--- src/rtl/f1_pkg.sv ---
// Shared types and helpers for the F1 start-light sequencer.
// Holds the sequencer state encoding and the thermometer-pattern helper.
package f1_pkg;

    typedef enum logic [1:0] {
        IDLE = 2'd0,
        FILL = 2'd1,
        HOLD = 2'd2,
        OUT  = 2'd3
    } state_t;

    localparam int MAX_LIGHTS = 32;

    // Lowest cnt bits set; cnt >= 32 yields all ones.
    function automatic logic [MAX_LIGHTS-1:0] therm(input logic [5:0] cnt);
        logic [MAX_LIGHTS:0] full;
        full = (33'd1 << cnt) - 33'd1;
        return full[MAX_LIGHTS-1:0];
    endfunction

endpackage

--- src/rtl/f1_hold_timer.sv ---
// Hold-phase down-counter: loads the latched delay, counts en ticks to zero.
// done is decoded from the registered count only.
module f1_hold_timer #(
    parameter int DELAY_W = 7
) (
    input  logic               clk,
    input  logic               rst,
    input  logic               load,
    input  logic [DELAY_W-1:0] load_value,
    input  logic               en,
    output logic               done
);

    logic [DELAY_W-1:0] r_timer;

    always_ff @(posedge clk or negedge rst) begin
        if (!rst) begin
            r_timer <= '0;
        end else if (load) begin
            r_timer <= load_value;
        end else if (en && (r_timer != '0)) begin
            r_timer <= r_timer - DELAY_W'(1);
        end
    end

    assign done = (r_timer == '0);

endmodule

--- src/rtl/f1_light_seq.sv ---
// F1 start-light sequencer: fill lights one per tick, hold, then extinguish
// with a one-clock lights_out pulse. Outputs decode registered state only.
module f1_light_seq
    import f1_pkg::*;
#(
    parameter int NUM_LIGHTS = 8,
    parameter int DELAY_W    = 7
) (
    input  logic                  clk,
    input  logic                  rst,
    input  logic                  en,
    input  logic                  trigger,
    input  logic                  abort,
    input  logic [DELAY_W-1:0]    delay_in,
    output logic [NUM_LIGHTS-1:0] data_out,
    output logic                  busy,
    output logic                  lights_out
);

    localparam int              CNT_W = $clog2(NUM_LIGHTS + 1);
    localparam logic [CNT_W-1:0] LAST  = CNT_W'(NUM_LIGHTS - 1);
    localparam logic [CNT_W-1:0] FULL  = CNT_W'(NUM_LIGHTS);

    state_t             r_state;
    state_t             w_state_next;
    logic [CNT_W-1:0]   r_count;
    logic [CNT_W-1:0]   w_count_next;
    logic [DELAY_W-1:0] r_delay;
    logic [DELAY_W-1:0] w_delay_next;
    logic               w_load;
    logic               w_tick_hold;
    logic               w_timer_done;

    always_ff @(posedge clk or negedge rst) begin
        if (!rst) begin
            r_state <= IDLE;
            r_count <= '0;
            r_delay <= '0;
        end else begin
            r_state <= w_state_next;
            r_count <= w_count_next;
            r_delay <= w_delay_next;
        end
    end

    always_comb begin
        w_state_next = r_state;
        w_count_next = r_count;
        w_delay_next = r_delay;
        w_load       = 1'b0;
        w_tick_hold  = 1'b0;
        if (abort && (r_state != IDLE)) begin
            w_state_next = IDLE;
            w_count_next = '0;
        end else begin
            case (r_state)
                IDLE: begin
                    if (trigger) begin
                        w_delay_next = delay_in;
                        w_count_next = '0;
                        w_state_next = FILL;
                    end
                end
                FILL: begin
                    if (en) begin
                        if (r_count == LAST) begin
                            w_count_next = FULL;
                            w_load       = 1'b1;
                            w_state_next = HOLD;
                        end else begin
                            w_count_next = r_count + CNT_W'(1);
                        end
                    end
                end
                HOLD: begin
                    if (en) begin
                        if (w_timer_done) begin
                            w_state_next = OUT;
                        end else begin
                            w_tick_hold = 1'b1;
                        end
                    end
                end
                OUT: begin
                    // Triggers arriving now are dropped; they must be seen again in IDLE.
                    w_state_next = IDLE;
                end
                default: begin
                    w_state_next = IDLE;
                end
            endcase
        end
    end

    f1_hold_timer #(
        .DELAY_W (DELAY_W)
    ) u_hold_timer (
        .clk        (clk),
        .rst        (rst),
        .load       (w_load),
        .load_value (r_delay),
        .en         (w_tick_hold),
        .done       (w_timer_done)
    );

    always_comb begin
        data_out = '0;
        case (r_state)
            FILL:    data_out = NUM_LIGHTS'(therm(6'(r_count)));
            HOLD:    data_out = '1;
            default: data_out = '0;
        endcase
    end

    assign busy       = (r_state == FILL) || (r_state == HOLD);
    assign lights_out = (r_state == OUT);

endmodule

--- config.mk ---
export PLATFORM = sky130hd
export DESIGN_NAME = f1_light_seq
export DESIGN_NICKNAME = d
export VERILOG_FILES = /design/src/rtl/f1_pkg.sv /design/src/rtl/f1_hold_timer.sv /design/src/rtl/f1_light_seq.sv
export SDC_FILE = /design/constraint.sdc
export NUM_CORES = 1
export LEC_CHECK = 0
export ABC_AREA = 0
export CORE_AREA = 2 2 55 57
export DETAILED_ROUTE_END_ITERATION = 12
export DIE_AREA = 0 0 57 59
export PLACE_DENSITY = 0.9
export SLEW_MARGIN = 10
export SYNTH_ARGS = -nofsm -noshare
export SYNTH_HDL_FRONTEND = slang
export SYNTH_SLANG_ARGS = --single-unit
--- constraint.sdc ---
create_clock -name clk -period 3.98 [get_ports clk]
set_input_delay 0.597 -clock clk [delete_from_list [all_inputs] [get_ports clk]]
set_output_delay 0.597 -clock clk [all_outputs]
set_load 0.01 [all_outputs]
==> metrics.cfg <==
[outcome]
outcome = complete, no violations

[clocking]
h-tree-depth = 1
hold_buffers = 0
insertion_delay_ns = 0.30
cts_buffers = 3
post_cts.repair.setup_buffers = 0
cts_tree = done
cts_resized = 0
cts_root_buffer = clkbuf_4
clkTransAtPathRegs_ns = 0.11
clockBufferDepth = 2
cts_num_sinks = 20

[cells_and_area]
final_common_cell = clkdlybuf4s50_1
layout_common_cells = clkdlybuf4s50_1 (21), dfrtp_1 (20), nand2_1 (19)
synthToLayoutAreaGrowth_pct = 16.81
antenna_cells = 0
nNetsFinal = 208
final_cell_area_mm2 = 0.001713
drive_gt1_share_pct = 10.44

[timing]
worst_pin_slew_ns = 0.8778
finClkSkew_ns = 0.004671
hold_viol = 0
period_share_pct = 84.18
maxSlewViolCount = 0
finalSetupViolCount = 0
worst_slack_ns = 0.6296
period_needed_ns = 3.350
tns_ns = 0
slew_headroom_pct = 41.30
fmax_mhz = 298.5
grt_setup_unrepaired = false

[synth]
synth_cell_type_count = 41
async_flop_share_pct = 100.0
synthFlopType = dfrtp_1
syn-mean-instance-area_um2 = 8.942
yosysWarnings = 0
synthesis.nets = 189
syn_inst = 164
synth_top_cell_area_share_pct = 34.13
yosysTopAreaCell = dfrtp_1
ys_ff_latch = 20
synth_edf_count = 0
synth_area_leaders = dfrtp_1 (34%), ha_1 (11%), mux2_2 (5.4%), nand2_1 (4.9%), nor2_1 (4.1%)
netlist_area_mm2 = 0.001466
yosysSeqAreaShare_pct = 34.13

[floorplan]
io_pins = 22
start_util_pct = 54.11
num_rows = 19
die_area_mm2 = 0.003363
core_area_mm2 = 0.002710
die_w_um = 57
fp.dieH_um = 59

[setup_path]
worstPathMaxFanout = 8
rrSetupSlack_ns = 1.99
rr_endpoint = u_hold_timer.r_timer[4]
startpoint_type = flop
crit_path_end = data_out[6]
cp.arrival_ns = 2.75
timing.critical_path.from = r_count[0]
rr_startpoint = r_state[0]
rr_worst_depth = 7
critical_path_required_ns = 3.38
crit_path_end_kind = primary output
critPathKind = reg -> out

[grt]
track_usage_pct = 19.41
antenna_found_initial = 0
grt_pass1_vias = 1237
grt_overflow = 0
grt_first_pass_wirelength_mm = 5.106
grt_max_degree = 21

[power_and_ir_drop]
p_leak_nw = 0.6956
peakVddDrop_v = 0.0006072
power.density_mw_per_mm2 = 623.4

[place]
placed_area_mm2 = 0.001677
dp_hpwl_mm = 2.278
pre_cts_ws_ns = 0.9661
gp_congestion = 0.9159
portBuffers = 21

[drt]
wl_per_cell_um = 13.85
num_vias = 1228
finalWirelength_mm = 2.949
viasPerCell = 5.765
drtIter0Drc = 37
ant_nets = 0
drcViolationCount = 0
drt_first_pass_iters = 4

[flow_run]
drv_cap = 0

[min_path]
hold_path_class = reg -> reg

[flip-flops by register name (all words and copies together) (netlist names)]
| signal | cells |
|---|---|
| r_count | 4 |
| u_hold_timer.r_timer | 7 |
| r_state | 2 |
| r_delay | 7 |
[layout make-up]
type | count | area [um^2]
inverters | 8 | 30.03
repair buffers | 21 | 210.2
flip-flops and latches | 20 | 500.5
clock buffers | 4 | 36.28
fillers | 240 | 997.2
well taps | 31 | 38.79
multi-input cells | 129 | 897.1
[kinds of logic (layout without fill, tap and decap cells)]
group | Yosys count | count (layout) | share of synthesized area (%)
buf+inv | 15 | 33 | 4.692
xor+xnor | 8 | 8 | 4.778
compound gates | 38 | 38 | 17.83
mux | 7 | 7 | 5.376
fa+ha+maj | 13 | 13 | 11.09
flops | 20 | 20 | 34.13
simple gates | 63 | 63 | 22.10
[power by group]
part           total (W)  switching, W  leakage, nW  internal [W]
sequential      0.000317     0.0000509        0.260      0.000266
combinational   0.000634      0.000329        0.415      0.000305
clock           0.000117     0.0000615       0.0210     0.0000558
[per-layer routing]
metal  part of all wire, %  GRT usage [%]  up-vias
met2                    53          38.59       27
met4                   2.1          8.638        0
li1                      -              -      606
met5                     0              0        -
met3                   3.4          1.528        8
met1                    41          20.79      587
[worst max-delay path: stages (launching register included)]
cell and delay [ns]:
dfrtp_1 0.47, inv_1 0.11, ha_1 0.29, nand2_1 0.12, ha_1 0.25, nand2b_1 0.13
nor4b_1 0.06, o21a_1 0.21, o31ai_1 0.25, clkdlybuf4s50_1 0.57
[metrics by stage]
step / cells / power (W) / util, % / hold slack [ns]
5_1_grt: 213 / 0.001160 / 63.20 / 0.5381
6_report: 213 / 0.001068 / 63.20 / 0.5015
2_1_floorplan: 164 / 0.0007607 / - / 0.3014
4_1_cts: 213 / 0.001069 / 63.20 / 0.5033
3_3_place_gp: 209 / 0.0009119 / 61.87 / 0.4546
3_5_place_dp: 209 / 0.0009535 / 61.87 / 0.4772
[synth_stat cells, types with 2 or more instances]
| library cell | instances |
|---|---|
| xnor2_1 | 3 |
| o21ai_1 | 2 |
| nand2b_1 | 2 |
| xor2_1 | 5 |
| nor2b_1 | 6 |
| a21oi_1 | 10 |
| clkbuf_1 | 3 |
| ha_1 | 13 |
| nand3b_1 | 2 |
| nand2_1 | 19 |
| o31ai_1 | 2 |
| o21a_1 | 5 |
| buf_4 | 3 |
| mux2_2 | 7 |
| a22o_1 | 2 |
| o21ai_0 | 7 |
| nor2_1 | 16 |
| inv_1 | 8 |
| nand3_1 | 5 |
| nor3_1 | 3 |
| o22ai_1 | 2 |
| dfrtp_1 | 20 |
[how the worst min path moves through the flow]
stage                     startpoint  slack [ns]                 endpoint  depth (start not counted)
final                     r_delay[1]        0.50  u_hold_timer.r_timer[1]                          1
after global routing      r_delay[0]        0.54               r_delay[0]                          1
after CTS                 r_delay[1]        0.50  u_hold_timer.r_timer[1]                          1
after detailed placement  r_delay[1]        0.48  u_hold_timer.r_timer[1]                          1
after global placement    r_delay[1]        0.45  u_hold_timer.r_timer[1]                          1
after floorplan                  rst        0.30               r_count[0]                          0
Power figures use the tool's default switching activity.
